File: src/rtl/hazard_tracker.sv
// hazard_tracker: ID-stage stall decision for the five-stage pipeline.
// Mirrors {valid, dest, load} of the instructions in EXE, MEM and WB. The
// current ID instruction's source registers are compared against the EXE
// and MEM entries to request a stall.
// Optional feature macro: HAZARD_FORWARDING_EN. When it is defined, only
// load-use hazards stall. When it is undefined, the block is a full
// interlock that assumes no forwarding.
// dbg_pipe_o exposes the in-flight pipeline as {E, M, W}. Each entry is
// packed as {v, dest[3:0], ld}.
module hazard_tracker #(
  parameter int CNT_W = 16
) (
  input  logic             clk,
  input  logic             rst,
  input  logic             id_valid,
  input  logic [3:0]       id_src1,
  input  logic             id_src1_en,
  input  logic [3:0]       id_src2,
  input  logic             id_two_src,
  input  logic [3:0]       id_dest,
  input  logic             id_wb_en,
  input  logic             id_mem_r_en,
  input  logic             freeze,
  input  logic             flush,
  output logic             hazard,
  output logic [CNT_W-1:0] stall_count,
  output logic [17:0]      dbg_pipe_o
);

  typedef struct packed {
    logic       v;
    logic [3:0] dest;
    logic       ld;
  } entry_t;

  entry_t e_q, e_d;
  entry_t m_q, m_d;
  entry_t w_q, w_d;

  logic [CNT_W-1:0] cnt_q, cnt_d;

  logic m_e;

  // Source-match term against the EXE entry. A source only counts when the
  // instruction actually reads it.
  always_comb begin
    m_e = (e_q.v & id_src1_en & (e_q.dest == id_src1)) |
          (e_q.v & id_two_src & (e_q.dest == id_src2));
  end

`ifdef HAZARD_FORWARDING_EN
  // Forwarding covers ALU results. Only a load in EXE must stall its consumer.
  always_comb begin
    hazard = id_valid & ~flush & e_q.ld & m_e;
  end
`else
  logic m_m;

  // Source-match term against the MEM entry. WB never matches, because the
  // register file writes on the falling edge.
  always_comb begin
    m_m = (m_q.v & id_src1_en & (m_q.dest == id_src1)) |
          (m_q.v & id_two_src & (m_q.dest == id_src2));
  end

  // Full interlock: any producer still in EXE or MEM stalls the consumer.
  always_comb begin
    hazard = id_valid & ~flush & (m_e | m_m);
  end
`endif

  // Pipeline advance. A stalled or flushed ID instruction enters EXE as a
  // bubble. Freeze holds every entry.
  always_comb begin
    e_d = e_q;
    m_d = m_q;
    w_d = w_q;
    if (!freeze) begin
      e_d.v    = id_valid & id_wb_en & ~hazard & ~flush;
      e_d.dest = id_dest;
      e_d.ld   = id_mem_r_en;
      m_d      = e_q;
      w_d      = m_q;
    end
  end

  // Stall-cycle counter. It counts only non-frozen hazard cycles and holds
  // at all-ones instead of wrapping.
  always_comb begin
    cnt_d = cnt_q;
    if (hazard && !freeze && (cnt_q != {CNT_W{1'b1}})) begin
      cnt_d = cnt_q + 1'b1;
    end
  end

  // State registers. An asynchronous reset clears all in-flight state.
  always_ff @(posedge clk or negedge rst) begin
    if (!rst) begin
      e_q   <= '0;
      m_q   <= '0;
      w_q   <= '0;
      cnt_q <= '0;
    end else begin
      e_q   <= e_d;
      m_q   <= m_d;
      w_q   <= w_d;
      cnt_q <= cnt_d;
    end
  end

  // Output mapping.
  always_comb begin
    stall_count = cnt_q;
    dbg_pipe_o  = {e_q, m_q, w_q};
  end

endmodule

File: config.mk
export PLATFORM = sky130hd
export DESIGN_NAME = hazard_tracker
export DESIGN_NICKNAME = d
export VERILOG_FILES = /design/src/rtl/hazard_tracker.sv
export SDC_FILE = /design/constraint.sdc
export NUM_CORES = 1
export LEC_CHECK = 0
export CORE_UTILIZATION = 46
export DETAILED_ROUTE_END_ITERATION = 16
export GPL_ROUTABILITY_DRIVEN = 0
export GPL_TIMING_DRIVEN = 0
export PLACE_DENSITY = 0.8
export SLEW_MARGIN = 25
export SYNTH_ARGS = -nofsm -noshare
export SYNTH_HDL_FRONTEND = slang
export SYNTH_SLANG_ARGS = --single-unit
File: constraint.sdc
create_clock -name clk -period 2.3 [get_ports clk]
set_input_delay 0.23 -clock clk [delete_from_list [all_inputs] [get_ports clk]]
set_output_delay 0.23 -clock clk [all_outputs]
set_load 0.1 [all_outputs]
**Word level (Yosys, flattened, before mapping)**

Cells that the tools add are included.

- Output and inout port bits: 35
- Register bits: 34
- Input bits: 21
- Logic and storage cells: 37

- $add $sub $neg: 1
- Eq/ne operators: 5
- Bitwise gates (word level): 18
- Reduce and logical (&&, ||, !) cells: 3

Operator list:

| kind | number |
|---|---|
| $add 16x1->16 const B | 1 |
| $eq 4x4->1 | 4 |
| $ne 16x16->1 const B | 1 |
| $and 1x1->1 | 13 |
| $or 1x1->1 | 3 |
| $logic_and 1x1->1 | 2 |
| $not 1->1 | 2 |
| $logic_not 1->1 | 1 |

**Logic depth before layout (Yosys ltp)**

Gate-level depths: netlist of the first run.

- Depth after elaboration: 8
- Mapped depth: 7
- Gate-level depth less buffers: 6

**Worst setup path after synthesis of the first run**

OpenSTA, ideal clock, no wires.

- Path kind: flip-flop to output port
- Start: register e_q, in the netlist dbg_pipe_o[16]
- End: output port hazard
- Arrival: 3.220 ns
- Path slack: -1.150 ns
- Stages on the path, launching flop included: 7
- Buffers on the path: 1
- Data required time: 2.070 ns
- Cell sequence: dfrtp_1 -> inv_1 -> a222oi_1 -> nor4b_2 -> nor4_4 -> buf_6 -> nor2_1

- Longest elaborated chain between the ends: 5
- Elaborated cells between the ends (all ways): 7
- Classes of those cells: 2 x eq/ne; 5 x bitwise

RTL lines:

| element | line | RTL |
|---|---|---|
| start: declaration | 36 | `entry_t e_q, e_d;` |
| start signal: assignment | 99 | `e_q <= '0;` |
| start signal: assignment | 104 | `e_q <= e_d;` |
| $eq 4x4->1, on equally long branches | 47, 48 |  |
| $and 1x1->1, on equally long branches | 47, 48 |  |
| $or 1x1->1 (*) | 47 | `m_e = (e_q.v & id_src1_en & (e_q.dest == id_src1)) \|` |
| $or 1x1->1 (*) | 68 | `hazard = id_valid & ~flush & (m_e \| m_m);` |
| $and 1x1->1 (*) | 68 |  |
| end: declaration | 25 | `output logic hazard,` |

Mark *: on every way between the ends. The rest lies on a longest branch, timed or not.

**Worst setup path after layout of the first run**

- Start: input port id_src2[2]
- End: output port hazard

- Longest elaborated chain between the ends: 5
- Elaborated cells between the ends (all ways): 8
- Classes of those cells: 2 x eq/ne; 6 x bitwise

RTL lines:

| element | line | RTL |
|---|---|---|
| start: declaration | 18 | `input logic [3:0] id_src2,` |
| $eq 4x4->1, on equally long branches | 48, 63 |  |
| $and 1x1->1, on equally long branches | 48, 63 |  |
| $or 1x1->1, on equally long branches | 47, 62 |  |
| $or 1x1->1 (*) | 68 |  |
| $and 1x1->1 (*) | 68 |  |

Marks and branches as above.

==> results of run 1 <==
==> flip-flops by register name, indices dropped and copies added (netlist names) <==
name	cells
stall_count	16
dbg_pipe_o	18
==> worst max-delay path, cell delays in order <==
cell	delay, ns
sky130_fd_sc_hd__clkdlybuf4s50_1	0.50
sky130_fd_sc_hd__a222oi_1	0.40
sky130_fd_sc_hd__nor4b_4	0.32
sky130_fd_sc_hd__nor4_4	0.07
sky130_fd_sc_hd__buf_6	0.14
sky130_fd_sc_hd__nor2_4	0.09
sky130_fd_sc_hd__buf_12	0.18
==> cells in the final DEF, fill, tap and decap left out, types with 2 or more instances in the layout <==
cell and n:
sky130_fd_sc_hd__clkdlybuf4s50_1 53, sky130_fd_sc_hd__clkbuf_8 5, sky130_fd_sc_hd__clkinv_2 2, sky130_fd_sc_hd__inv_2 2, sky130_fd_sc_hd__nor3_1 3, sky130_fd_sc_hd__and3_1 4
sky130_fd_sc_hd__buf_2 3, sky130_fd_sc_hd__buf_12 2, sky130_fd_sc_hd__xor2_1 24, sky130_fd_sc_hd__nand3_1 11, sky130_fd_sc_hd__o21ai_0 3, sky130_fd_sc_hd__nor2_1 4
sky130_fd_sc_hd__and4_1 2, sky130_fd_sc_hd__nor3_2 6, sky130_fd_sc_hd__nand4_1 3, sky130_fd_sc_hd__dfrtp_4 3, sky130_fd_sc_hd__xnor2_1 3, sky130_fd_sc_hd__dfrtp_2 15
sky130_fd_sc_hd__mux2_2 14, sky130_fd_sc_hd__nor4_2 5, sky130_fd_sc_hd__nand2_1 7, sky130_fd_sc_hd__dfrtp_1 16, sky130_fd_sc_hd__buf_4 2
==> Yosys cell counts (all sizes together), types with 3 or more instances <==
cell and number:
nor2 5, inv 3, buf 4, xnor2 3
o21ai 3, mux2 15, nand2 7, nand4 4
dfrtp 34, nor4 6, and3 4, xor2 24
nand3 11, nor3 9
==> stage by stage <==
| step | area [um2] | TNS, ns |
|---|---|---|
| floorplan | 1770 | -0.00499 |
| global placement | 2380 | -0.840 |
| detailed placement | 2390 | -0.972 |
| CTS | 2540 | 0 |
| global route | 2560 | 0 |
| finish | 2560 | 0 |
==> final cells by class <==
| class | count | area (um2) |
|---|---|---|
| plain buffers | 5 | 28.8 |
| repair buffers | 59 | 601 |
| clock inverters | 3 | 40.0 |
| flip-flops and latches | 34 | 881 |
| fillers | 251 | 912 |
| well taps | 46 | 57.6 |
| inverters | 3 | 11.3 |
| multi-input cells | 103 | 868 |
| clock buffers | 5 | 68.8 |
==> power breakdown <==
group	leakage [nW]	switching (mW)	internal [mW]
combinational	0.621	0.430	0.167
clock	0.0579	0.219	0.319
sequential	0.418	0.0471	0.649
==> what timing repair did <==
item / CTS / global route
endpoints found under the hold margin: 34 / 0
hold buffers: 1 / 0
resized for setup: 11 / 1
pin swaps: 1 / 1
setup buffers: 1 / 1
endpoints found under the setup margin: 1 / 1
==> metal layers <==
layer / global-route usage [%] / wire [um] / vias to the layer above
met1: 28.8 / 1700 / 677
met2: 38.2 / 2060 / 55
met3: 5.98 / 227 / 9
met4: 9.66 / 102 / 0
met5: 0 / 0 / -
li1: - / - / 647
==> worst paths after layout <==
path | start | endpoint | slack (ns) | cells after the start
min | rst | dbg_pipe_o[6]$_DFFE_PN0N_ | 0.28 | 2
max | id_src2[2] | hazard | 0.14 | 7
max in group asynchronous | rst | dbg_pipe_o[16]$_DFFE_PN0N_ | 1.62 | 3
min reg2reg | stall_count[9]$_DFFE_PN0P_ | stall_count[9]$_DFFE_PN0P_ | 0.48 | 1
min in group clk | stall_count[9]$_DFFE_PN0P_ | stall_count[9]$_DFFE_PN0P_ | 0.48 | 1
max reg2reg | dbg_pipe_o[13]$_DFFE_PN0N_ | stall_count[1]$_DFFE_PN0P_ | 0.16 | 7
==> logic make-up (layout without fill, tap and decap cells) <==
group / Yosys count / in the layout / share of synthesized area, %
xor+xnor: 27 / 27 / 13.7
buf+inv: 8 / 75 / 2.31
simple gates: 52 / 52 / 21.0
flops: 34 / 34 / 49.2
mux: 15 / 15 / 9.76
fa+ha+maj: 1 / 1 / 0.723
compound gates: 8 / 8 / 3.33
==> load_flow_metrics.sql, run 1 <==
INSERT INTO impl_metrics (metric_group, metric, value, unit) VALUES
('flow_run', 'maxCapViolCount', '0', ''),
('sta', 'timing.clock.skew', '0.00611', 'ns'),
('routing', 'via_density', '5.38', ''),
('global_routing', 'first_global_vias', '1482', ''),
('cts', 'clock_tree_from_tritoncts', 'built', ''),
('sta', 'final_hold_viol_count', '0', ''),
('sta', 'least_setup_slack_across_all_paths_after_layout', '0.137', 'ns'),
('place', 'dp_slack', '-0.919', 'ns'),
('logic_synthesis', 'yosys_register_bits', '34', ''),
('final_layout', 'final_nets', '233', ''),
('logic_synthesis', 'synth.largest_area_cell', 'sky130_fd_sc_hd__dfrtp_1', ''),
('power_and_ir_drop', 'fin_total_pwr', '1.83', 'mW'),
('logic_synthesis', 'synthesis.area_per_instance', '11.9', 'um2'),
('final_layout', 'num_antenna_cells', '0', ''),
('routing', 'drtAntennaViolNets', '0', ''),
('routing', 'drt_first_pass_iters', '5', ''),
('logic_synthesis', 'synthFlopType', 'sky130_fd_sc_hd__dfrtp_1', ''),
('die', 'floorplan.initialDensity', '49.9', '%'),
('logic_synthesis', 'yosysSeqAreaShare', '49.2', '%'),
('worst_setup_path', 'startpoint_kind_of_the_worst_setup_timing_path', 'input port', ''),
('routing', 'drt_iter0_markers', '86', ''),
('place', 'dpl.cell_count', '247', ''),
('logic_synthesis', 'synth_edf_count', '0', ''),
('sta', 'slew_worst_pin', '0.981', 'ns'),
('routing', 'detail_route.wirelength', '4090', 'um'),
('global_routing', 'grt_pass1_wl', '7090', 'um'),
('sta', 'fraction_of_the_cycle_the_final_worst_path_needs', '94.1', '%'),
('die', 'design.core.area', '3470', 'um2'),
('sta', 'slew_violations', '0', ''),
('die', 'die_h', '63.3', 'um'),
('final_layout', 'utilization', '73.7', '%'),
('sta', 'grt_setup_unrepaired', 'no', ''),
('worst_setup_path', 'critical_path.max_fanout', '3', ''),
('logic_synthesis', 'ys_async_sr_fraction', '100', '%'),
('sta', 'report.final.setup_viol', '0', ''),
('die', 'design.portCount', '56', ''),
('logic_synthesis', 'netlist_instances', '145', ''),
('routing', 'detailroute.via_count', '1388', ''),
('logic_synthesis', 'synth_top_area_share', '49.2', '%'),
('logic_synthesis', 'synthesis.yosys.warnings', '0', ''),
('cts', 'cts_h_tree_depth', '2', ''),
('logic_synthesis', 'leading_cell_types_by_total_area_after_synthesis', 'sky130_fd_sc_hd__dfrtp_1 (49%), sky130_fd_sc_hd__xor2_1 (12%), sky130_fd_sc_hd__mux2_2 (9.1%), sky130_fd_sc_hd__nor3_2 (3.5%), sky130_fd_sc_hd__nand3_1 (3.2%)', ''),
('worst_setup_path', 'cp.arrival', '1.93', 'ns'),
('cts', 'clkLatencyLatePin', '0.28', 'ns'),
('logic_synthesis', 'yosys.cell_types.count', '34', ''),
('global_routing', 'initial_antenna_violation_count', '0', ''),
('place', 'detailed_place_hpwl', '2760', 'um'),
('cts', 'tritoncts.num_buffers', '5', ''),
('global_routing', 'largest_net_degree_at_the_start_of_global_routing', '32', ''),
('sta', 'fin_worst_hold_slack', '0.281', 'ns'),
('run_status', 'status', 'complete, no violations', ''),
('routing', 'drcViolationCount', '0', ''),
('die', 'dieArea', '4010', 'um2'),
('sta', 'clock.fmax', '462', 'MHz'),
('cts', 'root_buffer_cell', 'sky130_fd_sc_hd__clkbuf_8', ''),
('final_layout', 'drive_gt1_share', '31.1', '%'),
('cts', 'clock_tree.buffer_depth', '2', ''),
('logic_synthesis', 'syn-num-nets', '167', ''),
('die', 'floorplan.rows', '21', ''),
('sta', 'slew_headroom', '34.4', '%'),
('power_and_ir_drop', 'powerDensity', '716', 'nW/um2'),
('cts', 'cts_num_sinks', '34', ''),
('worst_hold_path', 'min-delay-path-class', 'input port to asynchronous set/reset pin', ''),
('global_routing', 'gr-total-overflow', '0', ''),
('cts', 'path_clk_slew', '0.07', 'ns'),
('global_routing', 'grt_usage', '23.2', '%'),
('routing', 'wire_length_per_cell_after_detailed_routing', '15.9', 'um'),
('place', 'port_buffers', '55', ''),
('final_layout', 'areaGrowthSynthToFinish', '47.7', '%'),
('die', 'die-width', '63.3', 'um'),
('sta', 'finalWorstPathRequiredPeriod', '2.16', 'ns'),
('power_and_ir_drop', 'leakagePower', '1.10', 'nW'),
('logic_synthesis', 'synth_area', '1730', 'um2'),
('worst_setup_path', 'timing_worst_setup_path_type', 'input port to output pin', ''),
('worst_setup_path', 'timing.critical_path.required', '2.07', 'ns'),
('final_layout', 'stdcell_count', '258', ''),
('power_and_ir_drop', 'ir_worst_vdd', '0.597', 'mV'),
('worst_setup_path', 'worstSetupEndpointType', 'output pin', '');
No activity file was read; power rests on OpenSTA's default activity.
==> inputs of run 2 (changes only) <==
--- a/config.mk
+++ b/config.mk
@@ -5,6 +5,7 @@
 export SDC_FILE = /design/constraint.sdc
 export NUM_CORES = 1
 export LEC_CHECK = 0
+export CAP_MARGIN = 20
 export CORE_UTILIZATION = 46
 export DETAILED_ROUTE_END_ITERATION = 16
 export GPL_ROUTABILITY_DRIVEN = 0
==> results of run 2 <==
Final layout, timing and power as in run 1 (identical DEF).
